File: src/rtl/jpegls_bit_packer.sv
// jpegls_bit_packer
//   Packs right-aligned variable-length codewords into the JPEG-LS byte
//   stream, MSB first. After every emitted 0xFF byte the next byte carries
//   a stuffed 0 bit in its MSB and only 7 payload bits. A flush drains all
//   buffered bits and zero-pads the final partial byte. Then it pulses
//   flush_done for one cycle.
//
// Ports
//   clk            : clock, rising edge
//   reset          : asynchronous, active-high
//   encoded_pixel  : codeword, right-aligned (low encoded_length bits used)
//   encoded_length : number of valid codeword bits, 0..encodedpixel_width
//   in_valid       : codeword present
//   in_ready       : packer can take a codeword (registered state only)
//   flush          : end of image, sampled while in_ready is high
//   out_byte       : stream byte (registered)
//   out_valid      : out_byte valid (registered)
//   out_ready      : downstream accepts out_byte
//   flush_done     : one-cycle pulse once a flush has fully drained
module jpegls_bit_packer #(
  parameter int encodedpixel_width  = 32,
  parameter int encodedlength_width = 6
) (
  input  logic                           clk,
  input  logic                           reset,
  input  logic [encodedpixel_width-1:0]  encoded_pixel,
  input  logic [encodedlength_width-1:0] encoded_length,
  input  logic                           in_valid,
  output logic                           in_ready,
  input  logic                           flush,
  output logic [7:0]                     out_byte,
  output logic                           out_valid,
  input  logic                           out_ready,
  output logic                           flush_done
);

  localparam int AW = encodedpixel_width + 8;
  localparam int FW = $clog2(AW + 1);

  typedef enum logic [1:0] {ACTIVE, FLUSH, DONE} state_e;

  state_e          state_q, state_d;
  logic [AW-1:0]   acc_q, acc_d;
  logic [FW-1:0]   fill_q, fill_d;
  logic            stuff_q, stuff_d;
  logic [7:0]      out_byte_q, out_byte_d;
  logic            out_valid_q, out_valid_d;
  logic            flush_done_q, flush_done_d;

  logic [FW-1:0]   need;
  logic [FW-1:0]   len_ext;
  logic [FW-1:0]   shamt;
  logic [AW-1:0]   code_m;
  logic [AW-1:0]   acc_app;
  logic [FW-1:0]   fill_app;
  logic [7:0]      byte_cand;
  logic            accept;
  logic            out_free;
  logic            full_emit;
  logic            pad_emit;

  assign need     = stuff_q ? FW'(7) : FW'(8);
  assign in_ready = (state_q == ACTIVE) && (fill_q < need);
  assign accept   = in_valid && in_ready;
  assign out_free = !out_valid_q || out_ready;

  assign out_byte   = out_byte_q;
  assign out_valid  = out_valid_q;
  assign flush_done = flush_done_q;

  always_comb begin
    len_ext   = FW'(encoded_length);
    // Bits outside the codeword are masked so the accumulator below fill
    // always stays zero; padding then comes for free.
    code_m    = AW'(encoded_pixel) & ~({AW{1'b1}} << len_ext);
    shamt     = FW'(AW) - fill_q - len_ext;
    acc_app   = acc_q;
    fill_app  = fill_q;
    if (accept) begin
      acc_app  = acc_q | (code_m << shamt);
      fill_app = fill_q + len_ext;
    end

    // Emission looks at the accumulator including this cycle's codeword:
    // appending below the held bits and then shifting out the top byte is
    // equivalent to shifting first and appending below the remainder, and
    // it lets a freshly accepted full byte leave on the same edge.
    byte_cand = stuff_q ? {1'b0, acc_app[AW-1 -: 7]} : acc_app[AW-1 -: 8];
    full_emit = out_free && (fill_app >= need);
    pad_emit  = (state_q == FLUSH) && out_free && (fill_app < need) &&
                ((fill_app != '0) || stuff_q);

    acc_d       = acc_app;
    fill_d      = fill_app;
    stuff_d     = stuff_q;
    out_byte_d  = out_byte_q;
    out_valid_d = out_valid_q && !out_ready;

    if (full_emit) begin
      acc_d  = acc_app << need;
      fill_d = fill_app - need;
    end else if (pad_emit) begin
      acc_d  = '0;
      fill_d = '0;
    end
    if (full_emit || pad_emit) begin
      out_byte_d  = byte_cand;
      out_valid_d = 1'b1;
      stuff_d     = (byte_cand == 8'hFF);
    end

    state_d = state_q;
    unique case (state_q)
      ACTIVE: if (in_ready && flush) state_d = FLUSH;
      FLUSH:  if ((fill_q == '0) && !stuff_q && out_free) state_d = DONE;
      DONE: begin
        state_d = ACTIVE;
        stuff_d = 1'b0;
      end
      default: state_d = ACTIVE;
    endcase

    flush_done_d = (state_d == DONE);
  end

  always_ff @(posedge clk or posedge reset) begin
    if (reset) begin
      state_q      <= ACTIVE;
      acc_q        <= '0;
      fill_q       <= '0;
      stuff_q      <= 1'b0;
      out_byte_q   <= '0;
      out_valid_q  <= 1'b0;
      flush_done_q <= 1'b0;
    end else begin
      state_q      <= state_d;
      acc_q        <= acc_d;
      fill_q       <= fill_d;
      stuff_q      <= stuff_d;
      out_byte_q   <= out_byte_d;
      out_valid_q  <= out_valid_d;
      flush_done_q <= flush_done_d;
    end
  end

endmodule

File: config.mk
export PLATFORM = sky130hd
export DESIGN_NAME = jpegls_bit_packer
export DESIGN_NICKNAME = d
export VERILOG_FILES = /design/src/rtl/jpegls_bit_packer.sv
export SDC_FILE = /design/constraint.sdc
export NUM_CORES = 1
export LEC_CHECK = 0
export CAP_MARGIN = 20
export CORE_ASPECT_RATIO = 1.75
export CORE_UTILIZATION = 35
export DETAILED_ROUTE_END_ITERATION = 12
export GPL_ROUTABILITY_DRIVEN = 0
export PLACE_DENSITY = 0.49
export SLEW_MARGIN = 25
export SYNTH_ARGS = -nofsm -noshare
export SYNTH_HDL_FRONTEND = slang
export SYNTH_SLANG_ARGS = --single-unit
export TNS_END_PERCENT = 1
File: constraint.sdc
create_clock -name clk -period 9 [get_ports clk]
set_clock_uncertainty 0.2 [all_clocks]
set_input_delay 0.9 -clock clk [delete_from_list [all_inputs] [get_ports clk]]
set_output_delay 0.9 -clock clk [all_outputs]
set_load 0.005 [all_outputs]
==> results of run 1 <==
## layout make-up
type / instances / area, µm²
multi-input combinational: 678 / 4871
clock inverter: 7 / 68.82
tap: 238 / 297.8
clock buffer: 9 / 225.2
sequential: 59 / 1476
timing repair buffer: 78 / 718.2
fill: 1959 / 10900
inverter: 28 / 105.1
## cells by family (layout without fill, tap and decap cells)
group,count (synthesis),in the layout,synth area share (%)
muxes,61,61,11.52
DFF,59,59,22.03
xor gates and xnor gates,10,10,1.307
and+or+nand+nor,263,263,19.46
adders and majority gates,23,23,4.854
AOI/OAI and AO/OA,321,321,34.73
buffers and inverters,102,122,6.105
## routing by layer
layer	share of wire, %	routed length (µm)
met5	0.051	15
met4	8.1	2377
met3	5.5	1613
met2	51	15080
met1	35	10360
## cells in the mapped netlist (16+ instances only)
library cell / number
sky130_fd_sc_hd__o211ai_1: 18
sky130_fd_sc_hd__nand3_1: 16
sky130_fd_sc_hd__a211oi_1: 23
sky130_fd_sc_hd__nor2_1: 74
sky130_fd_sc_hd__a31oi_1: 25
sky130_fd_sc_hd__dfrtp_1: 59
sky130_fd_sc_hd__ha_1: 18
sky130_fd_sc_hd__a21o_1: 16
sky130_fd_sc_hd__inv_1: 25
sky130_fd_sc_hd__clkbuf_1: 51
sky130_fd_sc_hd__a21oi_1: 41
sky130_fd_sc_hd__mux2i_1: 40
sky130_fd_sc_hd__nand2_1: 58
sky130_fd_sc_hd__o21ai_0: 42
sky130_fd_sc_hd__nor3_1: 26
## metrics by stage
step	power [mW]	util, %
5_1_grt	3.697	41.59
3_5_place_dp	3.072	39.98
2_1_floorplan	2.198	-
3_3_place_gp	3.066	39.94
6_report	3.494	41.59
4_1_cts	3.431	41.55
## path summary, 6_finish.rpt
path	from	to	slack [ps]	depth (start not counted)
setup reg to reg	stuff_q	acc_q[33]	3060	18
hold reg to reg	out_byte[2]	out_byte[2]	290	1
setup / recovery	encoded_length[1]	acc_q[33]	2310	14
min in group asynchronous	reset	state_q[0]	920	3
max in group asynchronous	reset	acc_q[33]	7150	3
hold / removal	out_byte[2]	out_byte[2]	290	1
## registers in the layout, summed over array words and instances (netlist names)
| name | flops |
|---|---|
| flush_done | 1 |
| out_byte | 8 |
| fill_q | 6 |
| out_valid | 1 |
| stuff_q | 1 |
| acc_q | 40 |
| state_q | 2 |
## critical path, cell delays in order
cell and delay, ps:
sky130_fd_sc_hd__clkdlybuf4s50_1 1130, sky130_fd_sc_hd__inv_1 250, sky130_fd_sc_hd__fa_1 630, sky130_fd_sc_hd__o21ai_0 210, sky130_fd_sc_hd__fa_1 470, sky130_fd_sc_hd__a21o_1 200, sky130_fd_sc_hd__a21oi_1 210, sky130_fd_sc_hd__nand3_1 130
sky130_fd_sc_hd__a211o_1 300, sky130_fd_sc_hd__nand2_1 640, sky130_fd_sc_hd__clkinv_1 700, sky130_fd_sc_hd__a21oi_1 480, sky130_fd_sc_hd__buf_4 300, sky130_fd_sc_hd__o2bb2ai_1 160
## power groups by stage
stage / combinational (mW) / sequential, mW / clock (mW)
2_1_floorplan: 1.81 / 0.393 / 0
3_3_place_gp: 2.66 / 0.407 / 0
3_5_place_dp: 2.66 / 0.408 / 0
4_1_cts: 2.68 / 0.405 / 0.345
5_1_grt: 2.93 / 0.414 / 0.355
6_report: 2.75 / 0.405 / 0.340
==> impl_metrics.prom, run 1 <==
# TYPE chip_impl_metric gauge
chip_impl_metric{name="synth_seq_area_share",unit="%"} 22.03
chip_impl_metric{name="ctsHoldBuffers",unit=""} 0
chip_impl_info{name="final_common_cell",value="sky130_fd_sc_hd__nor2_1"} 1
chip_impl_metric{name="worst_pin_slew",unit="ps"} 1188
chip_impl_info{name="cts_root_buf",value="sky130_fd_sc_hd__clkbuf_16"} 1
chip_impl_metric{name="num_rows",unit=""} 66
chip_impl_metric{name="placement.cell_area",unit="mm²"} 0.007461
chip_impl_metric{name="synth_enable_flop_cells",unit=""} 0
chip_impl_metric{name="report.final.hold_viol_count",unit=""} 0
chip_impl_metric{name="grt_start_max_net_pins",unit=""} 67
chip_impl_metric{name="static-leakage-power",unit="nW"} 3.126
chip_impl_metric{name="clk_pin_slew_worst_paths",unit="ps"} 60
chip_impl_metric{name="via_per_inst",unit=""} 6.639
chip_impl_info{name="synth_ff_type",value="sky130_fd_sc_hd__dfrtp_1"} 1
chip_impl_metric{name="core_area",unit="mm²"} 0.01866
chip_impl_metric{name="layout_min_cycle_time",unit="ps"} 6686
chip_impl_metric{name="final_net_count",unit=""} 920
chip_impl_metric{name="antenna_cells_inserted",unit=""} 0
chip_impl_metric{name="wl_per_cell",unit="µm"} 26.84
chip_impl_metric{name="power_frac_comb",unit="%"} 78.7
chip_impl_metric{name="floorplan.io_pins",unit=""} 54
chip_impl_metric{name="placement.io_buffers",unit=""} 53
chip_impl_metric{name="grt_overflow",unit=""} 0
chip_impl_metric{name="count_of_unique_library_cells_instantiated_by_yosys",unit=""} 75
chip_impl_metric{name="post_synth.cell_area_avg",unit="µm²"} 7.987
chip_impl_metric{name="switching_fraction",unit="%"} 57.01
chip_impl_metric{name="timing.max_slew.rel_slack",unit="%"} 20.24
chip_impl_metric{name="clock_sinks",unit=""} 59
chip_impl_metric{name="cts-htree-levels",unit=""} 3
chip_impl_metric{name="crit_path_max_fanout",unit=""} 28
chip_impl_metric{name="critical_path_required",unit="ps"} 9040
chip_impl_metric{name="floorplan.die.height",unit="µm"} 185.1
chip_impl_info{name="most-common-layout-cells",value="74 x sky130_fd_sc_hd__nor2_1, 59 x sky130_fd_sc_hd__dfrtp_1, 58 x sky130_fd_sc_hd__nand2_1"} 1
chip_impl_metric{name="grt_pass1_wl",unit="µm"} 44560
chip_impl_metric{name="power_density",unit="mW/mm²"} 450.2
chip_impl_info{name="rsz0062_at_grt",value="no"} 1
chip_impl_metric{name="final_cell_area",unit="mm²"} 0.007762
chip_impl_metric{name="synth-async-reset-ratio",unit="%"} 100.0
chip_impl_info{name="outcome",value="finished clean"} 1
chip_impl_info{name="critPathLaunchType",value="input pin"} 1
chip_impl_metric{name="pwr-share-seq",unit="%"} 11.6
chip_impl_metric{name="post_cts.repair.setup_buffers",unit=""} 0
chip_impl_metric{name="cts_made_buffers",unit=""} 9
chip_impl_metric{name="layout_worst_path_cycle_share",unit="%"} 74.29
chip_impl_metric{name="fin_cells",unit=""} 1097
chip_impl_info{name="worstHoldPathType",value="flop to flop"} 1
chip_impl_metric{name="fp.dieArea",unit="mm²"} 0.01973
chip_impl_metric{name="clock_latency",unit="ps"} 330
chip_impl_metric{name="setup_ws",unit="ps"} 2314
chip_impl_info{name="synth_top_cells_by_area",value="sky130_fd_sc_hd__dfrtp_1 22%, sky130_fd_sc_hd__mux2i_1 6.0%, sky130_fd_sc_hd__nor2_1 4.1%, sky130_fd_sc_hd__mux4_2 4.0%, sky130_fd_sc_hd__ha_1 3.4%"} 1
chip_impl_metric{name="syn-cell-area",unit="mm²"} 0.006701
chip_impl_metric{name="achievable-frequency",unit="MHz"} 149.6
chip_impl_metric{name="vias",unit=""} 7283
chip_impl_metric{name="pwr-share-clk",unit="%"} 9.7
chip_impl_metric{name="post-place-cells",unit=""} 1081
chip_impl_metric{name="syn-num-nets",unit=""} 905
chip_impl_metric{name="post-route-drc-count",unit=""} 0
chip_impl_metric{name="intPower",unit="mW"} 1.502
chip_impl_metric{name="final-setup-viol-count",unit=""} 0
chip_impl_metric{name="wl",unit="µm"} 29450
chip_impl_metric{name="post_synth_inst_count",unit=""} 839
chip_impl_metric{name="slew_viol_final",unit=""} 0
chip_impl_metric{name="grt_antenna_before_repair",unit=""} 1
chip_impl_metric{name="fin_worst_hold_slack",unit="ps"} 291.4
chip_impl_info{name="grt-busiest-layer",value="met2"} 1
chip_impl_metric{name="die_width",unit="µm"} 106.6
chip_impl_metric{name="firstDrtPassIters",unit=""} 5
chip_impl_metric{name="layout-drive-gt1-share",unit="%"} 9.662
chip_impl_metric{name="globalRouteMet1Util",unit="%"} 31.77
chip_impl_metric{name="vdd_drop_max",unit="V"} 0.0001792
chip_impl_metric{name="track_usage",unit="%"} 30.31
chip_impl_metric{name="dr.first_iter.drc_count",unit=""} 537
chip_impl_metric{name="area_delta_synth_final",unit="%"} 15.83
chip_impl_metric{name="yosys_register_bits",unit=""} 59
chip_impl_metric{name="met3_usage",unit="%"} 4.539
chip_impl_metric{name="post_cts_resized",unit=""} 0
chip_impl_info{name="end_kind",value="flop"} 1
chip_impl_metric{name="grt.met2_usage",unit="%"} 54.17
chip_impl_info{name="setup.worst_path.class",value="input pin to flop"} 1
chip_impl_metric{name="synth_warnings",unit=""} 0
chip_impl_metric{name="timing.critical_path.arrival",unit="ps"} 6730
chip_impl_metric{name="max_cap_viol_count",unit=""} 0
chip_impl_metric{name="synth_largest_type_area_fraction",unit="%"} 22.03
chip_impl_metric{name="switching_power",unit="mW"} 1.992
chip_impl_metric{name="initial_standard_cell_utilization_of_the_core",unit="%"} 35.91
chip_impl_metric{name="clock_path_buffers",unit=""} 2
chip_impl_metric{name="preCtsSetupSlack",unit="ps"} 2102
chip_impl_metric{name="fin_setup_tns",unit="ps"} 0
chip_impl_metric{name="first_global_vias",unit=""} 7166
chip_impl_info{name="cts_tree",value="done"} 1
chip_impl_metric{name="postRouteAntennaNets",unit=""} 0
chip_impl_metric{name="dpl_hpwl",unit="µm"} 22570
chip_impl_info{name="yosys.area.top_type",value="sky130_fd_sc_hd__dfrtp_1"} 1
Note: power is estimated with default switching activity, not from simulation.
==> run 2: changes to the inputs <==
--- a/config.mk
+++ b/config.mk
@@ -10,7 +10,7 @@
 export CORE_UTILIZATION = 35
 export DETAILED_ROUTE_END_ITERATION = 12
 export GPL_ROUTABILITY_DRIVEN = 0
-export PLACE_DENSITY = 0.49
+export PLACE_DENSITY = 0.5
 export SLEW_MARGIN = 25
 export SYNTH_ARGS = -nofsm -noshare
 export SYNTH_HDL_FRONTEND = slang
==> constraint.sdc (replaced) <==
create_clock -name clk -period 5.7 [get_ports clk]
set_clock_uncertainty 0.2 [all_clocks]
set_input_delay 0.57 -clock clk [delete_from_list [all_inputs] [get_ports clk]]
set_output_delay 0.57 -clock clk [all_outputs]
set_load 0.005 [all_outputs]
==> run 2 against run 1 <==
Compared with the run above: clock power is 67% higher; first-iteration DRC count is 26% higher; wire length is 0.23% lower; clock-buffer cell count is 3 higher; hold slack better by 6.7 ps; total power is 62% higher; global-route usage is 0.069 points lower; critical path depth is 4 lower; flip-flop and latch count stayed put; sequential power is 58% higher; setup slack worse by 1700 ps.
==> impl_metrics.prom, run 2 (synthesized netlist as in run 1, its figures left out) <==
# TYPE chip_impl_metric gauge
chip_impl_metric{name="cts_made_buffers",unit=""} 9
chip_impl_metric{name="grt_pass1_wl",unit="µm"} 44820
chip_impl_info{name="register_with_the_most_flip_flops",value="acc_q"} 1
chip_impl_metric{name="antenna_cells_inserted",unit=""} 0
chip_impl_metric{name="achievable-frequency",unit="MHz"} 198.5
chip_impl_metric{name="timing.critical_path.arrival",unit="ps"} 5070
chip_impl_metric{name="clock_sinks",unit=""} 59
chip_impl_metric{name="final_cell_area",unit="mm²"} 0.007875
chip_impl_info{name="rsz0062_at_grt",value="no"} 1
chip_impl_metric{name="cts-htree-levels",unit=""} 3
chip_impl_metric{name="floorplan.die.height",unit="µm"} 185.1
chip_impl_metric{name="ctsHoldBuffers",unit=""} 0
chip_impl_metric{name="floorplan.io_pins",unit=""} 54
chip_impl_metric{name="area.sequential",unit="mm²"} 0.001476
chip_impl_info{name="critPathLaunchType",value="input pin"} 1
chip_impl_metric{name="multi_input_comb_area",unit="mm²"} 0.004873
chip_impl_metric{name="postRouteAntennaNets",unit=""} 0
chip_impl_metric{name="dpl_hpwl",unit="µm"} 22540
chip_impl_metric{name="report.final.hold_viol_count",unit=""} 0
chip_impl_metric{name="wl",unit="µm"} 29380
chip_impl_metric{name="clock_path_buffers",unit=""} 2
chip_impl_metric{name="track_usage",unit="%"} 30.24
chip_impl_metric{name="layout_min_cycle_time",unit="ps"} 5038
chip_impl_info{name="most-common-layout-cells",value="74 x sky130_fd_sc_hd__nor2_1, 59 x sky130_fd_sc_hd__dfrtp_1, 58 x sky130_fd_sc_hd__nand2_1"} 1
chip_impl_metric{name="placement.io_buffers",unit=""} 53
chip_impl_info{name="worstHoldPathType",value="flop to flop"} 1
chip_impl_metric{name="dr.first_iter.drc_count",unit=""} 678
chip_impl_metric{name="post_cts.repair.setup_buffers",unit=""} 0
chip_impl_info{name="outcome",value="finished clean"} 1
chip_impl_metric{name="critical_path_required",unit="ps"} 5730
chip_impl_metric{name="layout-drive-gt1-share",unit="%"} 11.02
chip_impl_metric{name="clk_pin_slew_worst_paths",unit="ps"} 50
chip_impl_metric{name="final_net_count",unit=""} 932
chip_impl_metric{name="fillers",unit=""} 1990
chip_impl_metric{name="clock_latency",unit="ps"} 320
chip_impl_metric{name="max_cap_viol_count",unit=""} 0
chip_impl_metric{name="firstDrtPassIters",unit=""} 5
chip_impl_info{name="final_common_cell",value="sky130_fd_sc_hd__nor2_1"} 1
chip_impl_metric{name="slew_viol_final",unit=""} 0
chip_impl_metric{name="preCtsSetupSlack",unit="ps"} 605.6
chip_impl_metric{name="grt_overflow",unit=""} 0
chip_impl_metric{name="fin_setup_tns",unit="ps"} 0
chip_impl_info{name="end_kind",value="flop"} 1
chip_impl_metric{name="first_global_vias",unit=""} 7546
chip_impl_metric{name="core_area",unit="mm²"} 0.01866
chip_impl_metric{name="die_width",unit="µm"} 106.6
chip_impl_metric{name="static-leakage-power",unit="nW"} 3.193
chip_impl_metric{name="vdd_drop_max",unit="V"} 0.0002409
chip_impl_metric{name="layout_worst_path_cycle_share",unit="%"} 88.39
chip_impl_metric{name="fin_worst_hold_slack",unit="ps"} 298.1
chip_impl_metric{name="vias",unit=""} 7479
chip_impl_metric{name="num_rows",unit=""} 66
chip_impl_metric{name="setup_ws",unit="ps"} 661.8
chip_impl_metric{name="power_density",unit="mW/mm²"} 719.4
chip_impl_metric{name="area_delta_synth_final",unit="%"} 17.51
chip_impl_metric{name="wl_per_cell",unit="µm"} 26.49
chip_impl_metric{name="grt_antenna_before_repair",unit=""} 0
chip_impl_metric{name="initial_standard_cell_utilization_of_the_core",unit="%"} 35.91
chip_impl_metric{name="worst_pin_slew",unit="ps"} 1016
chip_impl_metric{name="crit_path_max_fanout",unit=""} 19
chip_impl_info{name="setup.worst_path.class",value="input pin to flop"} 1
chip_impl_metric{name="timing.max_slew.rel_slack",unit="%"} 32.25
chip_impl_metric{name="via_per_inst",unit=""} 6.744
chip_impl_metric{name="post-route-drc-count",unit=""} 0
chip_impl_info{name="cts_tree",value="done"} 1
chip_impl_metric{name="final-setup-viol-count",unit=""} 0
chip_impl_info{name="cts_root_buf",value="sky130_fd_sc_hd__clkbuf_16"} 1
chip_impl_metric{name="fp.dieArea",unit="mm²"} 0.01973
chip_impl_metric{name="largest_register_ffs",unit=""} 40
chip_impl_metric{name="post_cts_resized",unit=""} 0
chip_impl_metric{name="placement.cell_area",unit="mm²"} 0.007550
chip_impl_metric{name="grt_start_max_net_pins",unit=""} 60
## run 2: worst paths after layout
kind,startpoint,to,slack [ps],cells past startpoint
worst max-delay path,encoded_length[5],stuff_q,660,10
worst min-delay path,acc_q[6],acc_q[6],300,2
worst max register to register,stuff_q,acc_q[39],770,18
worst min register to register,acc_q[6],acc_q[6],300,2
max in group asynchronous,reset,acc_q[4],4190,3
min in group asynchronous,reset,fill_q[3],570,3
## run 2: power by group
part / internal (mW) / total [mW] / switching, mW
logic: 1.54 / 4.46 / 2.92
registers: 0.555 / 0.641 / 0.0859
clock network: 0.372 / 0.568 / 0.196
total: 2.47 / 5.66 / 3.20
## run 2: layout make-up
cell class / instances / area share [%]
multi-input combinational: 678 / 61.88
sequential: 59 / 18.75
timing repair buffer: 90 / 10.26
tap: 238 / 3.781
clock buffer: 12 / 3.384
inverter: 28 / 1.335
clock inverter: 4 / 0.6037
## run 2: metrics by stage
step | power [mW] | util, % | std cells
detailed placement | 4.932 | 40.45 | 1093
finish | 5.665 | 42.20 | 1109
CTS | 5.537 | 42.14 | 1109
global route | 5.955 | 42.20 | 1109
floorplan | 3.470 | - | 839
global placement | 4.921 | 40.42 | 1093
## run 2: worst max-delay path, cell delays in order
cell and delay [ps]:
sky130_fd_sc_hd__clkdlybuf4s50_1 1020, sky130_fd_sc_hd__buf_4 360, sky130_fd_sc_hd__a21oi_1 240, sky130_fd_sc_hd__a211oi_1 790, sky130_fd_sc_hd__mux2i_1 270, sky130_fd_sc_hd__a2111oi_0 590, sky130_fd_sc_hd__nand3_1 220, sky130_fd_sc_hd__a41oi_1 520
sky130_fd_sc_hd__o2111ai_1 180, sky130_fd_sc_hd__o31ai_1 260
## run 2: per-layer routing
metal,global-route usage [%],part of all wire (%)
met1,30.99,35
met2,54.55,51
met3,4.082,5.4
met4,23.73,8.7
met5,0,0
